$ cat src/rtl/gf2m8_pkg.sv
// GF(2^8) field constants and the reduced product over p(x)=0x11D.
// Shared by the lane multiplier and its core.
package gf2m8_pkg;

  localparam logic [8:0] GF_POLY  = 9'h11D;
  localparam logic [7:0] GF_ALPHA = 8'h02;
  localparam logic [7:0] GF_ONE   = 8'h01;

  function automatic logic [7:0] gf_mul(
    input logic [7:0] a,
    input logic [7:0] b
  );
    logic [14:0] p;
    p = '0;
    for (int i = 0; i < 8; i++)
      if (b[i]) p = p ^ (15'(a) << i);
    // fold bits 14..8 back down through the field polynomial
    for (int i = 14; i >= 8; i--)
      if (p[i]) p = p ^ (15'(GF_POLY) << (i - 8));
    return p[7:0];
  endfunction

endpackage

$ cat src/rtl/gf2m8_mul_core.sv
// Single combinational GF(2^8) multiply.
// No tables and no state.
module gf2m8_mul_core
  import gf2m8_pkg::*;
(
  input  logic [7:0] a,
  input  logic [7:0] b,
  output logic [7:0] p
);

  assign p = gf_mul(a, b);

endmodule

$ cat src/rtl/gf2m8_mul_lanes.sv
// LANES GF(2^8) products of shared x, registered behind ena.
// GF2M8_MUL_PIPE2_EN adds an operand stage (latency 2).
module gf2m8_mul_lanes
  import gf2m8_pkg::*;
#(
  parameter int LANES = 5
) (
  input  logic                 clk,
  input  logic                 rstn,
  input  logic                 ena,
  input  logic [7:0]           x,
  input  logic [8*LANES-1:0]   y,
  output logic [8*LANES-1:0]   z
);

  logic [7:0]         xs;
  logic [8*LANES-1:0] ys;
  logic [8*LANES-1:0] prod;
  logic               cap;

`ifdef GF2M8_MUL_PIPE2_EN
  logic ena_d;

  always_ff @(posedge clk) begin
    if (!rstn) begin
      xs    <= '0;
      ys    <= '0;
      ena_d <= 1'b0;
    end else begin
      if (ena) begin
        xs <= x;
        ys <= y;
      end
      ena_d <= ena;
    end
  end

  assign cap = ena_d;
`else
  assign xs  = x;
  assign ys  = y;
  assign cap = ena;
`endif

  for (genvar i = 0; i < LANES; i++) begin : g_lane
    gf2m8_mul_core u_core (
      .a (xs),
      .b (ys[8*i +: 8]),
      .p (prod[8*i +: 8])
    );
  end

  always_ff @(posedge clk) begin
    if (!rstn)
      z <= '0;
    else if (cap)
      z <= prod;
  end

endmodule

$ cat config.mk
export PLATFORM = sky130hd
export DESIGN_NAME = gf2m8_mul_lanes
export DESIGN_NICKNAME = d
export VERILOG_FILES = /design/src/rtl/gf2m8_pkg.sv /design/src/rtl/gf2m8_mul_core.sv /design/src/rtl/gf2m8_mul_lanes.sv
export SDC_FILE = /design/constraint.sdc
export NUM_CORES = 1
export LEC_CHECK = 0
export ABC_AREA = 1
export CORE_ASPECT_RATIO = 0.8
export CORE_MARGIN = 2
export CORE_UTILIZATION = 50
export DETAILED_ROUTE_END_ITERATION = 8
export GPL_ROUTABILITY_DRIVEN = 0
export PLACE_DENSITY = 0.72
export SYNTH_ARGS = -nofsm -noshare
export SYNTH_HDL_FRONTEND = slang
export SYNTH_SLANG_ARGS = --single-unit
export TNS_END_PERCENT = 30
$ cat constraint.sdc
create_clock -name clk -period 2.6 [get_ports clk]
set_clock_uncertainty 0.2 [all_clocks]
set_input_delay 0.52 -clock clk [delete_from_list [all_inputs] [get_ports clk]]
set_output_delay 0.52 -clock clk [all_outputs]
set_load 0.02 [all_outputs]
---- After elaboration in Yosys (flattened, before gate mapping) ----
Cells that the tools add are included.
operators by class
  muxes and demuxes ....................... 75
  bitwise operators ....................... 70
operators by type and width
  operator        number
  $mux 15         35
  $not 4->4       35
  $mux 8          10
  $xor 15x10->15  5
  $xor 15x11->15  5
  $xor 15x12->15  5
  $xor 15x13->15  5
  $xor 15x14->15  5
  $xor 15x15->15  5
  $xor 15x9->15   5
  $mux 11         5
  $mux 10         5
  $mux 9          5
  $mux 7          5
  $mux 6          5
  $mux 5          5
storage, ports and cells
  register bits after elaboration ......... 40
  output and inout port bits .............. 40
  logic and storage cells ................. 146

---- Logic depth before layout (Yosys ltp) ----
Gate-level depths: netlist of the first run.
  word-level depth ........................ 29
  gate-level depth with buffers ........... 20
  gate-level depth less buffers ........... 18

---- Hierarchy ----
A second synthesis of the first run with hierarchy kept.
second synthesis, totals
  cells, all modules ...................... 1,443
  area total of the unflattened synthesis .. 8,476.9 um^2
by module, submodules not included
  module           times used  cells an instance  area an instance (um^2)  sequential area each (um^2)
  gf2m8_mul_core   5           238                1,363.8                  0.0
  gf2m8_mul_lanes  1           253                1,657.8                  800.8

---- Worst setup path after synthesis of the first run ----
No wires, ideal clock.
  kind .................................... input-to-reg
  start point ............................. input port x[4]
  end point ............................... register z[29]
  library setup time ...................... 0.115 ns
  data arrival time ....................... 1.865 ns
  data required time ...................... 2.285 ns
  path slack .............................. 0.420 ns
  stages on the path ...................... 12
  path buffers ............................ 2
  path through ............................ buf_6 buf_2 nand2_1 xnor2_1 or2_2 a21o_1 nand2_1 nand3_1 nand3_1 nand2_1 o21ai_0 inv_1
between the ends
  cells in the longest elaborated chain, start to end .. 24
  elaborated cells on any way between the ends .. 25
RTL lines
  item                  line                   text
  start, declared       gf2m8_mul_lanes.sv:11  input logic [7:0] x,
  $xor 15x9->15         gf2m8_pkg.sv:16        if (b[i]) p = p ^ (15'(a) << i);
  $mux 15               gf2m8_pkg.sv:16
  $xor 15x10->15        gf2m8_pkg.sv:16
  $mux 15               gf2m8_pkg.sv:16
  $xor 15x11->15        gf2m8_pkg.sv:16
  $mux 15               gf2m8_pkg.sv:16
  $xor 15x12->15        gf2m8_pkg.sv:16
  $mux 15               gf2m8_pkg.sv:16
  [... 8 more ...]      n/a
  $mux 10               gf2m8_pkg.sv:19        if (p[i]) p = p ^ (15'(GF_POLY) << (i - 8));
  $mux 9                gf2m8_pkg.sv:19
  $not 4->4 (no line)   n/a
  $mux 8                gf2m8_pkg.sv:19
  $not 4->4 (no line)   n/a
  $mux 7                gf2m8_pkg.sv:19
  $not 4->4 (no line)   n/a
  $mux 6 *              gf2m8_pkg.sv:19
  end signal, assigned  gf2m8_mul_lanes.sv:57  z <= prod;
  end, declared         gf2m8_mul_lanes.sv:13  output logic [8*LANES-1:0] z
Every way passes the cells marked *; elsewhere a longest branch is shown, timed or not.
A chain may end at the register's enable or synchronous reset.

---- Final worst setup path of the first run ----
  start point ............................. input port x[0]
  end point ............................... register z[22]
between the ends
  cells in the longest elaborated chain, start to end .. 13
RTL lines
  item                 line
  $xor 15x14->15 *     gf2m8_pkg.sv:16
  $mux 15 *            gf2m8_pkg.sv:16
  $xor 15x15->15       gf2m8_pkg.sv:16
  $mux 15 *            gf2m8_pkg.sv:16
  $not 4->4 (no line)  n/a
  $mux 11 *            gf2m8_pkg.sv:19
  $mux 10 *            gf2m8_pkg.sv:19
  $not 4->4 (no line)  n/a
  $mux 9 *             gf2m8_pkg.sv:19
  $not 4->4 (no line)  n/a
  $mux 8 *             gf2m8_pkg.sv:19
  $not 4->4 (no line)  n/a
  $mux 7 *             gf2m8_pkg.sv:19
Marked as above.

==> reports/metrics.cfg, run 1 <==
[yosys]
synth-seq-area-share_pct=9.98
synth-seq-cells=40
avgSynthCellArea_um2=5.47
syn_area_um2=8020
synth_nets=1517
synth.distinct_cells=27
ys_warn_count=0
synthCells=1466

[power]
leakagePower_nw=5.75
powerDensity_nw_per_um2=434
vdd_drop_max_uv=241

[finish]
fill_cells=1456
layout_common_cells=nand2_1, buf_4, nand3_1, inv_1, xnor2_1
regMostFlops=z
nets=1696
final_common_cell=nand2_1
largest_reg_flops=40
diodes=0
syn_to_final_growth_pct=29.8
final_util_pct=66.1
top_regs=z (40)
drive_above_1_share_pct=13.7

[routing]
via_per_inst=4.92
wl_per_cell_um=12.4
wl_um=23100
routed-via-count=9159
drc_errors=0
dr.pass1.iters=4
drt_iter0_drc=564
final_antenna_net_count=0

[floorplanning]
die_w_um=146
initial_utilization_pct=50.9
num_io_pins=91
core_um2=15700
die_h_um=117
die_area_um2=17100
row_count=41

[clocking]
htreeDepth=2
cts_root_buffer=clkbuf_16
clk_pin_slew_ns=0.07
clock_sinks=40
cts_buffers=5
clockBufferDepth=2
cts_tree=yes
clk_latency_ns=0.28

[sta]
min_period_ns=2.49
worst_pin_slew_ns=0.413
slew_violations=0
timing.slew.headroom_pct=72.5
fin_crit_sh_pct=95.7
max_freq_mhz=402
rsz0062_at_grt=false
finalHoldViolCount=0
hold_slack_ns=0.310
finalSetupViolCount=0

[global_routing]
grt_max_degree=32
overflow=0
grt_pass1_vias=8371
grtUsageTotal_pct=27.2
grt_pass1_wl_um=38700
antenna_found_initial=0

[worst_setup_path]
timing.rr.end=z[11]
worstPathMaxFanout=6
reg2regPathDepth=4
crit_required_ns=2.57
endpoint=z[22]
startpoint_type=input pin
cp_data_arrival_time_ns=2.46
startpoint=x[0]
r2r_setup_slack_ns=1.54
r2r_start=z[11]
worstSetupEndpointType=flip-flop
critPathKind=input pin to flip-flop

[placement]
numPortBuffers=90
place_hpwl_um=18100

[min_path]
hold_path.class=flip-flop to flip-flop

[job]
max_cap_violations=0

[run_status]
status=complete, no violations

how the worst min path moves through the flow:
stage	start	to	slack, ns	cells after the start
2_1_floorplan	z[22]	z[22]	0.39	2
3_3_place_gp	z[35]	z[35]	0.29	2
3_5_place_dp	z[1]	z[1]	0.30	2
4_1_cts	z[1]	z[1]	0.31	2
5_1_grt	z[17]	z[17]	0.34	2
6_report	z[1]	z[1]	0.31	2
layer usage:
layer,wire length (um),global-route usage (%),vias to the layer above
met5,0,0,-
met4,487,7.58,0
met3,1170,2.98,33
met2,10900,49.7,230
met1,10600,34.5,4101
li1,-,-,4795
cell type report:
cell class	count	area [um2]	share of cell area (%)
Multi-Input combinational cell	1211	6310	60.7
Timing Repair Buffer	261	2390	22.9
Sequential cell	40	801	7.69
Inverter	126	473	4.54
Tap cell	215	269	2.58
Clock buffer	6	129	1.24
Clock inverter	2	35.0	0.337
power by group:
part           switching (mW)  leakage [nW]  total [mW]  internal [mW]
Clock                   0.270        0.0808       0.722          0.452
Combinational            1.71          5.33        3.03           1.33
Sequential             0.0516         0.333       0.760          0.709
Total                    2.03          5.75        4.52           2.49
synthesized netlist by cell type (all sizes together):
cell type / n / area share, %
nand4: 5 / 0.39
o21bai: 1 / 0.094
buf: 71 / 5.5
a21oi: 11 / 0.69
a31oi: 2 / 0.16
dfxtp: 40 / 10
a21o: 3 / 0.28
inv: 126 / 5.9
nand2: 682 / 32
o21ai: 21 / 1.3
xnor2: 135 / 16
or2: 8 / 0.62
nand2b: 1 / 0.078
nand3: 140 / 8.7
clkbuf: 18 / 0.84
nor2: 71 / 3.3
xor2: 112 / 12
nand3b: 15 / 1.4
o221ai: 4 / 0.44
worst max-delay path: stages:
cell and delay (ns):
clkdlybuf4s50_1 0.62, buf_4 0.22, buf_4 0.15, nand2_1 0.07, xnor2_1 0.18, xor2_1 0.26, xor2_1 0.24, inv_1 0.06
nand3_1 0.08, a31oi_1 0.07
per-stage QoR:
stage | power [mW] | area [um2] | setup TNS, ns | worst slack [ns] | instances
detailed placement | 3.72 | 10000 | -11.09 | -0.372 | 1846
finish | 4.52 | 10400 | 0 | 0.113 | 1861
global route | 4.92 | 10400 | 0 | 0.000367 | 1861
global placement | 3.65 | 10000 | -8.83 | -0.287 | 1846
floorplan | 2.80 | 8020 | 0 | 0.420 | 1466
CTS | 4.47 | 10200 | -0.0161 | -0.0161 | 1855
cell families (layout without fill, tap and decap cells):
group	count (synthesis)	count (layout)	share of synthesized area (%)
and+or+nand+nor	922	922	46.9
xor gates and xnor gates	247	247	27.9
buffers and inverters	215	395	12.3
DFF	40	40	9.98
AOI/OAI and AO/OA	42	42	2.96
repair_timing:
action                     CTS  global route
setup endpoints to repair   16            40
resized for setup            4            49
hold buffers                 0             0
gates cloned                 1             1
pin swaps                    0             5
setup buffers                0             5
(Power assumes the default switching activity.)
==> run 2: changes to the inputs <==
--- a/config.mk
+++ b/config.mk
@@ -15,4 +15,3 @@
 export SYNTH_ARGS = -nofsm -noshare
 export SYNTH_HDL_FRONTEND = slang
 export SYNTH_SLANG_ARGS = --single-unit
-export TNS_END_PERCENT = 30
==> results of run 2 <==
No change in the layout: final DEF, timing and power equal those of run 1.
